**config.mk**
```make
export PLATFORM = sky130hd
export DESIGN_NAME = btn_event_sched
export DESIGN_NICKNAME = d
export VERILOG_FILES = /design/src/rtl/btn_evt_pkg.sv /design/src/rtl/btn_hold_fsm.sv /design/src/rtl/btn_event_sched.sv
export SDC_FILE = /design/constraint.sdc
export NUM_CORES = 1
export LEC_CHECK = 0
export BUFFER_PORTS_ARGS = -buffer_cell sky130_fd_sc_hd__buf_4
export CAP_MARGIN = 10
export CORE_UTILIZATION = 46
export DETAILED_ROUTE_END_ITERATION = 12
export GPL_TIMING_DRIVEN = 0
export HOLD_SLACK_MARGIN = 0.15
export PLACE_DENSITY_LB_ADDON = 0.25
export SLEW_MARGIN = 20
export SYNTH_ARGS = -nofsm -noshare
export SYNTH_HDL_FRONTEND = slang
export SYNTH_SLANG_ARGS = --single-unit
```
**constraint.sdc**
```tcl
create_clock -name clk -period 2.4 [get_ports clk]
set_input_delay 0.24 -clock clk [delete_from_list [all_inputs] [get_ports clk]]
set_output_delay 0.24 -clock clk [all_outputs]
set_load 0.005 [all_outputs]
```
**src/rtl/btn_evt_pkg.sv**
```systemverilog
// Shared definitions for the button event scheduler.
// Holds the button count, event type encodings and per-button FSM state
// encodings used by btn_hold_fsm and btn_event_sched.
package btn_evt_pkg;

  localparam int unsigned NUM_BTN = 4;
  localparam int unsigned ID_W    = 2;

  localparam logic EVT_PRESS  = 1'b0;
  localparam logic EVT_REPEAT = 1'b1;

  typedef enum logic [1:0] {
    ST_IDLE = 2'd0,
    ST_HELD = 2'd1,
    ST_RPT  = 2'd2
  } btn_state_e;

endpackage

```
**src/rtl/btn_hold_fsm.sv**
```systemverilog
// Per-button press / auto-repeat state machine.
// Emits a one-cycle raise strobe (raise_c) with its event type (raise_type_c)
// for the same clock edge at which the FSM registers the transition.
// Optional feature macro: BTN_REPEAT_EN (hold/repeat counters and REPEAT events).
// Ports:
//   clk, rst      clock, synchronous active-high reset
//   btn           current debounced button level
//   rise          rising edge of btn (from the top-level edge detector)
//   raise_c       event raised this cycle (combinational)
//   raise_type_c  0 = PRESS, 1 = REPEAT (combinational)
module btn_hold_fsm
  import btn_evt_pkg::*;
#(
  parameter int unsigned HOLD_CYCLES   = 50_000_000,
  parameter int unsigned REPEAT_CYCLES = 10_000_000,
  parameter int unsigned CNT_W         = 32
) (
  input  logic clk,
  input  logic rst,
  input  logic btn,
  input  logic rise,
  output logic raise_c,
  output logic raise_type_c
);

  btn_state_e state_q, state_d;

`ifdef BTN_REPEAT_EN

  localparam logic [CNT_W-1:0] HOLD_LAST = CNT_W'(HOLD_CYCLES - 1);
  localparam logic [CNT_W-1:0] RPT_LAST  = CNT_W'(REPEAT_CYCLES - 1);

  logic [CNT_W-1:0] cnt_q, cnt_d;

  // State and counter registers
  always_ff @(posedge clk) begin
    if (rst) begin
      state_q <= ST_IDLE;
      cnt_q   <= '0;
    end else begin
      state_q <= state_d;
      cnt_q   <= cnt_d;
    end
  end

  // Next-state and counter update
  always_comb begin
    state_d = state_q;
    cnt_d   = cnt_q;
    unique case (state_q)
      ST_IDLE: begin
        if (rise) begin
          state_d = ST_HELD;
          cnt_d   = '0;
        end
      end
      ST_HELD: begin
        if (!btn) begin
          state_d = ST_IDLE;
        end else if (cnt_q == HOLD_LAST) begin
          state_d = ST_RPT;
          cnt_d   = '0;
        end else begin
          cnt_d = cnt_q + CNT_W'(1);
        end
      end
      ST_RPT: begin
        if (!btn) begin
          state_d = ST_IDLE;
        end else if (cnt_q == RPT_LAST) begin
          cnt_d = '0;
        end else begin
          cnt_d = cnt_q + CNT_W'(1);
        end
      end
      default: state_d = ST_IDLE;
    endcase
  end

  // Raise strobes
  always_comb begin
    raise_c      = 1'b0;
    raise_type_c = EVT_PRESS;
    unique case (state_q)
      ST_IDLE: raise_c = rise;
      ST_HELD: begin
        if (btn && (cnt_q == HOLD_LAST)) begin
          raise_c      = 1'b1;
          raise_type_c = EVT_REPEAT;
        end
      end
      ST_RPT: begin
        if (btn && (cnt_q == RPT_LAST)) begin
          raise_c      = 1'b1;
          raise_type_c = EVT_REPEAT;
        end
      end
      default: ;
    endcase
  end

`else

  // Timing parameters have no effect without the repeat feature
  logic [31:0] unused_cfg;
  assign unused_cfg = HOLD_CYCLES ^ REPEAT_CYCLES ^ CNT_W;

  // State register
  always_ff @(posedge clk) begin
    if (rst) begin
      state_q <= ST_IDLE;
    end else begin
      state_q <= state_d;
    end
  end

  // Next-state: press tracking only
  always_comb begin
    state_d = state_q;
    unique case (state_q)
      ST_IDLE: if (rise) state_d = ST_HELD;
      ST_HELD: if (!btn) state_d = ST_IDLE;
      default: state_d = ST_IDLE;
    endcase
  end

  // Raise strobes
  always_comb begin
    raise_c      = 1'b0;
    raise_type_c = EVT_PRESS;
    if (state_q == ST_IDLE) raise_c = rise;
  end

`endif

endmodule

```
**src/rtl/btn_event_sched.sv**
```systemverilog
// Button event scheduler: converts debounced button levels into PRESS and
// auto-repeat events, keeps one pending event per button, and delivers them
// round-robin to a single consumer over valid/ready.
// Optional feature macro: BTN_REPEAT_EN (REPEAT events; otherwise PRESS only).
// Ports:
//   clk, rst    clock, synchronous active-high reset
//   button_in   debounced button levels, bit i = button i
//   evt_valid   event presented
//   evt_ready   consumer accepts the presented event
//   evt_id      button index of the presented event
//   evt_type    0 = PRESS, 1 = REPEAT
//   ovf         sticky per-button overflow (an event was dropped)
//   ovf_clr     clears all ovf bits
module btn_event_sched
  import btn_evt_pkg::*;
#(
  parameter int unsigned HOLD_CYCLES   = 50_000_000,
  parameter int unsigned REPEAT_CYCLES = 10_000_000,
  parameter int unsigned CNT_W         = 32
) (
  input  logic               clk,
  input  logic               rst,
  input  logic [NUM_BTN-1:0] button_in,
  output logic               evt_valid,
  input  logic               evt_ready,
  output logic [ID_W-1:0]    evt_id,
  output logic               evt_type,
  output logic [NUM_BTN-1:0] ovf,
  input  logic               ovf_clr
);

  logic [NUM_BTN-1:0] btn_q;
  logic [NUM_BTN-1:0] rise_c;
  logic [NUM_BTN-1:0] raise_c;
  logic [NUM_BTN-1:0] raise_type_c;
  logic [NUM_BTN-1:0] pend_q, pend_d;
  logic [NUM_BTN-1:0] ptype_q, ptype_d;
  logic [NUM_BTN-1:0] ovf_d;
  logic [ID_W-1:0]    last_grant_q;
  logic [ID_W-1:0]    cand_c;
  logic [ID_W-1:0]    gnt_idx_c;
  logic               gnt_vld_c;
  logic               load_c;

  assign rise_c = button_in & ~btn_q;
  assign load_c = ~evt_valid | evt_ready;

  // One press/repeat FSM per button
  for (genvar i = 0; i < NUM_BTN; i++) begin : g_btn
    btn_hold_fsm #(
      .HOLD_CYCLES   (HOLD_CYCLES),
      .REPEAT_CYCLES (REPEAT_CYCLES),
      .CNT_W         (CNT_W)
    ) u_fsm (
      .clk          (clk),
      .rst          (rst),
      .btn          (button_in[i]),
      .rise         (rise_c[i]),
      .raise_c      (raise_c[i]),
      .raise_type_c (raise_type_c[i])
    );
  end

  // Round-robin search starting after last_grant; index wraps mod NUM_BTN
  always_comb begin
    gnt_vld_c = 1'b0;
    gnt_idx_c = last_grant_q;
    cand_c    = last_grant_q;
    for (int unsigned k = 1; k <= NUM_BTN; k++) begin
      cand_c = last_grant_q + ID_W'(k);
      if (!gnt_vld_c && pend_q[cand_c]) begin
        gnt_vld_c = 1'b1;
        gnt_idx_c = cand_c;
      end
    end
  end

  // Pending slots and overflow: a same-cycle raise overrides the grant clear
  always_comb begin
    pend_d  = pend_q;
    ptype_d = ptype_q;
    ovf_d   = ovf_clr ? '0 : ovf;
    if (load_c && gnt_vld_c) pend_d[gnt_idx_c] = 1'b0;
    for (int unsigned i = 0; i < NUM_BTN; i++) begin
      if (raise_c[i]) begin
        if (pend_d[i]) begin
          ovf_d[i] = 1'b1;
        end else begin
          pend_d[i]  = 1'b1;
          ptype_d[i] = raise_type_c[i];
        end
      end
    end
  end

  // Edge detector, slots, overflow and output register
  always_ff @(posedge clk) begin
    if (rst) begin
      btn_q        <= '1;
      pend_q       <= '0;
      ptype_q      <= '0;
      ovf          <= '0;
      last_grant_q <= ID_W'(NUM_BTN - 1);
      evt_valid    <= 1'b0;
      evt_id       <= '0;
      evt_type     <= EVT_PRESS;
    end else begin
      btn_q   <= button_in;
      pend_q  <= pend_d;
      ptype_q <= ptype_d;
      ovf     <= ovf_d;
      if (load_c) begin
        evt_valid <= gnt_vld_c;
        if (gnt_vld_c) begin
          evt_id       <= gnt_idx_c;
          evt_type     <= ptype_q[gnt_idx_c];
          last_grant_q <= gnt_idx_c;
        end
      end
    end
  end

endmodule

```
==> metrics.log, run 1 <==
[metrics] slowest stage cell on the critical path: sky130_fd_sc_hd__dlygate4sd3_1
[metrics] power per standard cell area: 640 nW/um^2
[metrics] synthesized area per cell: 9.51 um^2
[metrics] total via count after detailed routing: 713
[metrics] data required time at the worst endpoint: between 2 and 3 ns
[metrics] Net count, final: around 130
[metrics] critical path fanouts, max: 3
[metrics] ordered list of cells on the worst path: dlygate4sd3_1, buf_4, or2_2, dlygate4sd3_1
[metrics] unrepaired setup endpoints after global routing: no
[metrics] number of gates given a new drive strength after cts: 0
[metrics] Antenna Nets Post-Route: 0
[metrics] buffers and inverters on the worst path: 3
[metrics] final max-slew violation count: 0
[metrics] die width: 45.9 um
[metrics] Core Rows: 15
[metrics] First-pass DRT Iterations: 4
[metrics] CTS max path bufs: 2
[metrics] xor and xnor fraction of the mapped netlist area: 0%
[metrics] setup slack at placement: 0.986 ns
[metrics] most frequent cells after synthesis: 21 x sky130_fd_sc_hd__dfxtp_1, 9 x sky130_fd_sc_hd__nand2_1, 7 x sky130_fd_sc_hd__nor2_1
[metrics] sequential element share of the synthesized area: 47.5%
[metrics] initial standard-cell utilization of the core: 50.1%
[metrics] reg-to-reg critical path startpoint: last_grant_q[1]
[metrics] startpoint class of the critical path: primary input
[metrics] number of global-route vias before repair: 600
[metrics] synthesis-to-finish area growth: 25.3%
[metrics] simple-gate area share of the yosys netlist: 28.9%
[metrics] nets in the synthesized netlist: 101
[metrics] TritonCTS clock tree: built
[metrics] Yosys warning count: 0
[metrics] cell class contributing the biggest share of worst-path delay: buffers and inverters
[metrics] achievable clock frequency: 653 MHz
[metrics] antenna violations before repair: 0
[metrics] wire per inst: 11.8 um
[metrics] Worst Clk Skew: around 0.0060 ns
[metrics] share of the clock period used by the worst path: around 64%
[metrics] first-pass GRT wire length: 2640 um
[metrics] endpoint kind of the worst setup timing path: register
[metrics] gate count of the mapped netlist: 93
[metrics] area of the die: about 2100 um^2
[metrics] final weighted congestion of routability-driven global placement: about 0.72
[metrics] top cells by area, synth: sky130_fd_sc_hd__dfxtp_1 48%, sky130_fd_sc_hd__nand2b_1 4.2%, sky130_fd_sc_hd__nand2_1 3.8%
[metrics] share of the synthesized area in the top cell type: 47.5%
[metrics] async set-or-reset flop fraction in the synthesized netlist: 0%
[metrics] largest area contributor in the synthesized netlist: sky130_fd_sc_hd__dfxtp_1
[metrics] clk slew on worst S/H paths: roughly 0.13 ns
[metrics] Hold Path Cell Cnt: 4
[metrics] worst r2r dst: pend_q[0]
[metrics] Final Critical Period: 1.53 ns
[metrics] number of synthesized register bits: 21
[metrics] first-iteration detailed-routing DRC count: 10
[metrics] die height: 45.9 um
[metrics] total of max-cap violations: 0
[metrics] global routing usage summed across all routing layers: 18.0%
[metrics] combinational family with the most area after synthesis: simple AND/OR/NAND/NOR gates
[metrics] leakage power total: 0.486 nW
[metrics] Worst IR Drop VDD: about 0.37 mV
[metrics] final setup slack of the worst path: 0.869 ns
[metrics] number of enable-type register cells in the synthesized netlist: 0
[metrics] total overflow reported by the global router: 0
[metrics] multiplexer area fraction after synthesis: 1.13%
[metrics] standard cell core area: 1760 um^2
[metrics] class of the most critical setup path: primary input to register
[metrics] vias per cell: around 5
[metrics] arrival time of the worst setup path: approximately 1.8 ns
[metrics] hold worst-path end: evt_valid
[metrics] result of the run: complete, no violations
[metrics] ys flop type: sky130_fd_sc_hd__dfxtp_1
[metrics] post-placement cell area: roughly 1000 um^2
[metrics] total count of hold-check failures in the final report: 0
[metrics] HP Start: evt_ready
[metrics] Most common cell on crit path: sky130_fd_sc_hd__dlygate4sd3_1
[metrics] Distinct cells, synth: 37
[metrics] HPWL reported at the end of detailed placement: roughly 1100 um
[metrics] count of input and output buffers: 14
[metrics] Synth Area in Compound Gates: about 18%
[metrics] post-synthesis cell area: 885 um^2
[metrics] most numerous cell in the Yosys netlist: sky130_fd_sc_hd__dfxtp_1
[metrics] final number of setup-violating endpoints: 0
[metrics] number of H-tree levels: 1
[metrics] clock buffer count from CTS: 3
[metrics] # IOs: 16
[metrics] clock insertion delay at the later pin of the skew report: 0.31 ns
[metrics] cell chosen for the clock root: sky130_fd_sc_hd__clkbuf_4
[metrics] number of remaining DRC errors: 0
[metrics] final instance area: 1110 um^2
[metrics] Critical Path Max Stage Delay: 0.55 ns
[metrics] buffers inserted by post-CTS timing repair: 0
[metrics] TNS Setup: 0 ns
[metrics] Diodes inserted: 0
[metrics] largest net degree at the start of global routing: 13
[metrics] post-cts hold buffer count: 6
[metrics] worst-case register-to-register setup slack: around 0.97 ns
[metrics] min-delay worst type: primary input to register
[metrics] fraction of final layout cells with drive strength greater than 1: 30.8%
[metrics] worst r2r path cells: 6
[metrics] final wirelength: 1680 um
[metrics] Adder-Cell Fraction of Synth Area: 0%
[metrics] total clock sinks: 21
-- logic make-up (layout without fill, tap and decap cells) --
kind of cell / after synthesis / after routing
other: 1 / 1
buffers and inverters: 6 / 30
AO/OA/AOI/OAI: 20 / 20
multiplexers: 1 / 1
flip-flops: 21 / 21
AND/OR/NAND/NOR: 44 / 44
-- flip-flops by register name, indices dropped and copies added, names as in the netlist --
signal and cells:
btn_q 4, evt_id 2, evt_valid 1, g_btn.u_fsm.state_q 4, last_grant_q 2, ovf 4
pend_q 4
-- cell usage in the layout, fill, tap and decap left out, drive strengths merged, types with 2 or more instances in the layout --
cell,synthesis,routed
buf,2,16
nand2,11,11
a21o,2,2
o31ai,2,2
a21oi,6,6
nor2b,2,2
or2,5,5
and3,4,4
nor2,8,8
inv,3,3
dlygate4sd3,0,6
o21ai,3,3
clkbuf,1,4
dfxtp,21,21
nand2b,6,6
nor3,3,3
-- metrics by stage --
step           power, W  std cells  hold slack [ns]  util (%)
4_1_cts        0.000716        142            0.190      62.8
2_1_floorplan  0.000491         93            0.340         -
6_report       0.000709        142            0.202      62.8
3_5_place_dp   0.000533        132            0.444      57.9
3_3_place_gp   0.000529        132            0.442      57.9
5_1_grt        0.000745        142            0.203      62.8
-- area by class of cell --
cell class | count | area [um^2]
Buffer | 3 | 22.5
Clock buffer | 3 | 22.5
Clock inverter | 1 | 5.00
Fill cell | 164 | 656
Inverter | 3 | 11.3
Multi-Input combinational cell | 66 | 430
Sequential cell | 21 | 420
Tap cell | 25 | 31.3
Timing Repair Buffer | 20 | 165
-- routing by layer --
metal / global-route usage [%] / up-vias / share of wire (%)
met1: 24.8 / 327 / 48
met4: 8.82 / 0 / 0.89
li1: - / 374 / -
met2: 26.2 / 10 / 48
met3: 3.97 / 2 / 2.9
met5: 0 / - / 0
-- how the worst max path moves through the flow --
stage,start,to,slack (ns),cells after the start
4_1_cts,button_in[3],btn_q[3],0.89,4
3_5_place_dp,last_grant_q[1],pend_q[0],0.99,6
2_1_floorplan,last_grant_q[1],pend_q[0],1.11,6
3_3_place_gp,last_grant_q[1],pend_q[0],1.01,6
5_1_grt,button_in[3],btn_q[3],0.84,4
6_report,button_in[3],btn_q[3],0.87,4
-- power breakdown --
part | switching [W] | total [W] | internal (W) | leakage (nW)
Clock | 0.000114 | 0.000177 | 0.0000623 | 0.0177
Combinational | 0.0000731 | 0.000145 | 0.0000723 | 0.296
Sequential | 0.0000166 | 0.000387 | 0.000371 | 0.172
-- worst reg2reg max path: cells and delay by family, from the launching register on --
family	cells	cell delay (ns)
AOI/OAI and AO/OA	3	0.56
buffers and inverters	1	0.12
DFF	1	0.34
muxes	1	0.16
and+or+nand+nor	1	0.12
Note: power is estimated with default switching activity, not from simulation.
==> inputs of run 2 (changes only) <==
==> constraint.sdc (replaced) <==
create_clock -name clk -period 1.35 [get_ports clk]
set_input_delay 0.135 -clock clk [delete_from_list [all_inputs] [get_ports clk]]
set_output_delay 0.135 -clock clk [all_outputs]
set_load 0.005 [all_outputs]
==> metrics.log, run 2 (synthesis gave the netlist of run 1 again) <==
[metrics] result of the run: complete, but fails checks
[metrics] violations in the final reports: negative setup slack
[metrics] synthesis-to-finish area growth: 36.6%
[metrics] TritonCTS clock tree: built
[metrics] leakage power total: 0.524 nW (+7.9%)
[metrics] global routing usage summed across all routing layers: 19.5% (+1.6 points)
[metrics] First-pass DRT Iterations: 4 (unchanged)
[metrics] die height: 45.9 um (unchanged)
[metrics] CTS max path bufs: 2 (unchanged)
[metrics] HPWL reported at the end of detailed placement: 1120 um (unchanged)
[metrics] slowest stage cell on the critical path: sky130_fd_sc_hd__dfxtp_4
[metrics] final weighted congestion of routability-driven global placement: 0.723 (unchanged)
[metrics] Net count, final: 130 (+3.2%)
[metrics] final instance area: 1210 um^2 (+9.0%)
[metrics] TNS Setup: -0.00154 ns (-0.00154 ns)
[metrics] Diodes inserted: 0 (unchanged)
[metrics] fraction of final layout cells with drive strength greater than 1: 40.5% (+9.7 points)
[metrics] min-delay worst type: register to register
[metrics] most frequent cells in the layout: 19 x sky130_fd_sc_hd__buf_4, 16 x sky130_fd_sc_hd__dfxtp_1, 9 x sky130_fd_sc_hd__nand2_1, 7 x sky130_fd_sc_hd__nor2_1, 7 x sky130_fd_sc_hd__dlygate4sd3_1
[metrics] clk slew on worst S/H paths: 0.13 ns (about the same)
[metrics] arrival time of the worst setup path: 1.63 ns (-0.12 ns)
[metrics] total power draw: 0.00133 W (+88%)
[metrics] final number of setup-violating endpoints: 1 (+1)
[metrics] total overflow reported by the global router: 0 (unchanged)
[metrics] total of max-cap violations: 0 (unchanged)
[metrics] total via count after detailed routing: 737 (+3.4%)
[metrics] first-pass GRT wire length: 2880 um (+9.4%)
[metrics] # placed instances: 132 (unchanged)
[metrics] most frequent standard cell in the layout excluding fill and tap cells: sky130_fd_sc_hd__buf_4
[metrics] final max-slew violation count: 0 (unchanged)
[metrics] final setup slack of the worst path: -0.00154 ns (-0.870 ns)
[metrics] Core Rows: 15 (unchanged)
[metrics] data required time at the worst endpoint: 1.63 ns (-0.99 ns)
[metrics] antenna violations before repair: 0 (unchanged)
[metrics] largest net degree at the start of global routing: 13 (unchanged)
[metrics] number of global-route vias before repair: 653 (+8.8%)
[metrics] Final Critical Period: 1.35 ns
[metrics] number of remaining DRC errors: 0 (unchanged)
[metrics] post-route insts no fill: 146 (+2.8%)
[metrics] Antenna Nets Post-Route: 0 (unchanged)
[metrics] Finished Core Util: 68.5% (+5.7 points)
[metrics] total count of hold-check failures in the final report: 0 (unchanged)
[metrics] clock insertion delay at the later pin of the skew report: 0.32 ns (about the same)
[metrics] unrepaired setup endpoints after global routing: yes
[metrics] ordered list of cells on the worst path: nor4_4, a21o_1, nor2_1, nand2_2, a32o_1
[metrics] wire per inst: 12.8 um (+8.5%)
[metrics] achievable clock frequency: between 700 and 800 MHz
[metrics] endpoint kind of the worst setup timing path: register
[metrics] final wirelength: 1880 um (+12%)
[metrics] clock buffer count from CTS: 3 (unchanged)
[metrics] cell chosen for the clock root: sky130_fd_sc_hd__clkbuf_4
[metrics] number of H-tree levels: 1 (unchanged)
[metrics] share of the clock period used by the worst path: 100%
[metrics] startpoint class of the critical path: register
[metrics] post-placement cell area: 1020 um^2 (unchanged)
[metrics] initial standard-cell utilization of the core: 50.1% (unchanged)
[metrics] Fillers: 158 (-3.7%)
[metrics] first-iteration detailed-routing DRC count: 7 (-3)
[metrics] critical path fanouts, max: 6 (+3)
[metrics] class of the most critical setup path: register to register
[metrics] total clock sinks: 21 (unchanged)
[metrics] Worst IR Drop VDD: 0.634 mV (+70%)
[metrics] power per standard cell area: 1100 nW/um^2 (+72%)
[metrics] Critical Path Max Stage Delay: 0.39 ns (-0.16 ns)
[metrics] # IOs: 16 (unchanged)
[metrics] area of the die: 2100 um^2 (unchanged)
[metrics] count of input and output buffers: 14 (unchanged)
[metrics] die width: 45.9 um (unchanged)
[metrics] standard cell core area: 1760 um^2 (unchanged)
[metrics] Worst Clk Skew: 0.00728 ns (+0.00125 ns)
[metrics] vias per cell: 5.05 (+0.53%)
run 2: changes by cell type in the layout (fill, tap and decap cells not counted), sizes merged:
cell / change
buf: +3
dlygate4sd3: +1
run 2: worst max-delay path: cells and delay by family, from the launching register on:
family | cells | cell delay (ns)
flops | 1 | 0.39
simple gates | 3 | 0.49
compound gates | 2 | 0.41
run 2: cell type report:
type,instances,area (um^2),area share (%)
clock inverters,1,5.00,0.414
repair buffers,25,205,17.0
inverters,3,11.3,0.932
clock buffers,3,22.5,1.86
plain buffers,2,11.3,0.932
flip-flops and latches,21,437,36.1
well taps,25,31.3,2.59
multi-input cells,66,485,40.2
run 2: what timing repair did:
action                     4_1_cts  5_1_grt
buffers inserted                 0        4
setup endpoints to repair        6        8
pin swaps                        5       10
resized for setup               10        7
hold buffers                     7        0
hold endpoints to repair        14        0
run 2: worst paths after layout:
| kind | slack [ns] | endpoint | depth (start not counted) | start |
|---|---|---|---|---|
| max | -0.002 | ovf[1] | 5 | pend_q[2] |
| min | 0.47 | ovf[0] | 2 | ovf[0] |
| max reg2reg | -0.002 | ovf[1] | 5 | pend_q[2] |
| min reg2reg | 0.47 | ovf[0] | 2 | ovf[0] |
run 2: routing by layer:
layer | global-route usage (%) | up-vias | part of all wire (%)
met5 | 0 | - | 0
met1 | 26.3 | 342 | 47
met4 | 8.82 | 0 | 2.2
met2 | 29.9 | 9 | 48
li1 | - | 381 | -
met3 | 3.97 | 5 | 2.5
run 2: per-stage QoR:
step                hold WS, ns  setup WS (ns)
floorplan                 0.235         0.0591
global placement          0.337        -0.0369
detailed placement        0.339        -0.0642
CTS                       0.465        0.00544
global route              0.493        -0.0570
finish                    0.467       -0.00154
run 2: report_power, final:
part	total, W	internal (W)	switching (W)
sequential	0.000704	0.000659	0.0000450
clock	0.000322	0.000111	0.000211
combinational	0.000306	0.000161	0.000145
==> inputs of run 3 (changes only) <==
--- a/config.mk
+++ b/config.mk
@@ -11,7 +11,8 @@
 export DETAILED_ROUTE_END_ITERATION = 12
 export GPL_TIMING_DRIVEN = 0
 export HOLD_SLACK_MARGIN = 0.15
-export PLACE_DENSITY_LB_ADDON = 0.25
+export MAX_ROUTING_LAYER = met4
+export PLACE_DENSITY = 0.76
 export SLEW_MARGIN = 20
 export SYNTH_ARGS = -nofsm -noshare
 export SYNTH_HDL_FRONTEND = slang
==> metrics.log, run 3 (synthesis gave the netlist of run 1 again) <==
[metrics] result of the run: complete, but fails checks
[metrics] violations in the final reports: negative setup slack
[metrics] first-iteration detailed-routing DRC count: 6 (-1)
[metrics] final setup slack of the worst path: -0.0133 ns (-0.0118 ns)
[metrics] most frequent standard cell in the layout excluding fill and tap cells: sky130_fd_sc_hd__buf_4
[metrics] clock buffer count from CTS: 3 (unchanged)
[metrics] wire per inst: 12.6 um (-1.6%)
[metrics] final weighted congestion of routability-driven global placement: 0.776 (+7.3%)
[metrics] share of the clock period used by the worst path: 101% (+0.87 points)
[metrics] clk slew on worst S/H paths: 0.12 ns (about the same)
[metrics] global routing usage summed across all routing layers: 19.8% (+0.31 points)
[metrics] TNS Setup: -0.0221 ns (-0.0206 ns)
[metrics] largest net degree at the start of global routing: 13 (unchanged)
[metrics] fraction of final layout cells with drive strength greater than 1: 41.8% (+1.3 points)
[metrics] total via count after detailed routing: 753 (+2.2%)
[metrics] Hold Path Cell Cnt: 2 (unchanged)
[metrics] total count of hold-check failures in the final report: 0 (unchanged)
[metrics] final number of setup-violating endpoints: 3 (+2)
[metrics] data required time at the worst endpoint: 1.53 ns (-0.10 ns)
[metrics] First-pass DRT Iterations: 4 (unchanged)
[metrics] reg-to-reg critical path startpoint: pend_q[2]
[metrics] # IOs: 16 (unchanged)
[metrics] startpoint class of the critical path: register
[metrics] standard cell core area: 1760 um^2 (unchanged)
[metrics] number of H-tree levels: 1 (unchanged)
[metrics] worst r2r dst: pend_q[0]
[metrics] die height: 45.9 um (unchanged)
[metrics] hold worst-path end: evt_id[1]
[metrics] CTS max path bufs: 2 (unchanged)
[metrics] critical path fanouts, max: 4 (-2)
[metrics] power per standard cell area: 1070 nW/um^2 (-2.7%)
[metrics] total of max-cap violations: 0 (unchanged)
[metrics] most frequent cells in the layout: 18 x sky130_fd_sc_hd__buf_4, 15 x sky130_fd_sc_hd__dfxtp_1, 9 x sky130_fd_sc_hd__nand2_1, 7 x sky130_fd_sc_hd__dlygate4sd3_1
[metrics] count of input and output buffers: 14 (unchanged)
[metrics] endpoint kind of the worst setup timing path: register
[metrics] total overflow reported by the global router: 0 (unchanged)
[metrics] Final Critical Period: 1.36 ns (+0.0118 ns)
[metrics] Fillers: 157 (-0.63%)
[metrics] leakage power total: 0.526 nW (+0.31%)
[metrics] achievable clock frequency: 733 MHz (-0.87%)
[metrics] total clock sinks: 21 (unchanged)
[metrics] worst r2r path cells: 6 (+1)
[metrics] Worst Clk Skew: 0.00712 ns (-0.000160 ns)
[metrics] final max-slew violation count: 0 (unchanged)
[metrics] vias per cell: 5.12 (+1.5%)
[metrics] Worst IR Drop VDD: 0.773 mV (+22%)
[metrics] Finished Core Util: 69.5% (+0.99 points)
[metrics] first-pass GRT wire length: 2810 um (-2.6%)
[metrics] arrival time of the worst setup path: 1.54 ns (-0.09 ns)
[metrics] TritonCTS clock tree: built
[metrics] clock insertion delay at the later pin of the skew report: 0.31 ns (about the same)
[metrics] HPWL reported at the end of detailed placement: 1180 um (+5.3%)
[metrics] number of global-route vias before repair: 632 (-3.2%)
[metrics] cell chosen for the clock root: sky130_fd_sc_hd__clkbuf_4
[metrics] initial standard-cell utilization of the core: 50.1% (unchanged)
[metrics] area of the die: 2100 um^2 (unchanged)
[metrics] Antenna Nets Post-Route: 0 (unchanged)
[metrics] Net count, final: 131 (+0.77%)
[metrics] Core Rows: 15 (unchanged)
[metrics] class of the most critical setup path: register to register
[metrics] number of remaining DRC errors: 0 (unchanged)
[metrics] synthesis-to-finish area growth: 38.6%
[metrics] unrepaired setup endpoints after global routing: yes
[metrics] worst-case register-to-register setup slack: -0.01 ns (about the same)
[metrics] final wirelength: 1860 um (-0.91%)
[metrics] HP Start: evt_id[1]
[metrics] Diodes inserted: 0 (unchanged)
[metrics] min-delay worst type: register to register
[metrics] die width: 45.9 um (unchanged)
[metrics] antenna violations before repair: 0 (unchanged)
[run 3: cell types whose count changed in the layout (fill, tap and decap cells not counted), sizes merged]
cell,previous run,this run
buf,19,20
[run 3: through the flow]
stage	total power [W]	worst slack [ns]	std cells	instance area (um^2)	hold slack [ns]
6_report	0.00131	-0.0133	147	1230	0.470
5_1_grt	0.00138	-0.0733	147	1230	0.488
4_1_cts	0.00129	0.00473	143	1170	0.471
3_5_place_dp	0.000949	-0.0621	132	1020	0.340
3_3_place_gp	0.000941	-0.0413	132	1020	0.337
2_1_floorplan	0.000874	0.0591	93	885	0.235
[run 3: what timing repair did]
action / 4_1_cts / 5_1_grt
hold buffers: 7 / 0
endpoints found under the setup margin: 7 / 11
gates resized for setup: 13 / 5
hold endpoints to repair: 14 / 0
setup buffers: 1 / 4
pin swaps: 5 / 3
[run 3: area by class of cell]
cell class                      instances  area (um^2)  area share, %
Sequential cell                        21          435           35.5
Buffer                                  2         11.3          0.918
Clock inverter                          1         5.00          0.408
Timing Repair Buffer                   26          229           18.7
Inverter                                3         11.3          0.918
Clock buffer                            3         22.5           1.84
Tap cell                               25         31.3           2.55
Multi-Input combinational cell         66          480           39.2
[run 3: power by group]
group,internal [W],switching [W],total (W)
clock,0.000111,0.000188,0.000299
combinational,0.000163,0.000149,0.000312
sequential,0.000660,0.0000427,0.000703
[run 3: metal layers]
layer / up-vias / share of wire (%) / GRT usage (%)
met5: - / 0 / -
met4: 0 / 2.0 / 8.82
met3: 4 / 2.6 / 5.95
met2: 11 / 51 / 28.7
met1: 359 / 45 / 25.2
li1: 379 / - / -
[run 3: worst max path at each step]
stage	startpoint	endpoint	slack (ns)	depth (start not counted)
finish	pend_q[2]	pend_q[0]	-0.01	6
global route	last_grant_q[1]	ovf[3]	-0.07	5
CTS	pend_q[3]	ovf[1]	0.005	5
detailed placement	last_grant_q[1]	pend_q[0]	-0.06	6
global placement	last_grant_q[1]	pend_q[0]	-0.04	6
floorplan	last_grant_q[1]	pend_q[0]	0.06	6
[run 3: critical path, cell delays in order, from the launching register on]
cell	delay, ns
sky130_fd_sc_hd__dfxtp_4	0.39
sky130_fd_sc_hd__buf_12	0.13
sky130_fd_sc_hd__nor3_2	0.17
sky130_fd_sc_hd__a31oi_4	0.09
sky130_fd_sc_hd__buf_4	0.16
sky130_fd_sc_hd__o31ai_2	0.21
sky130_fd_sc_hd__a21oi_1	0.09
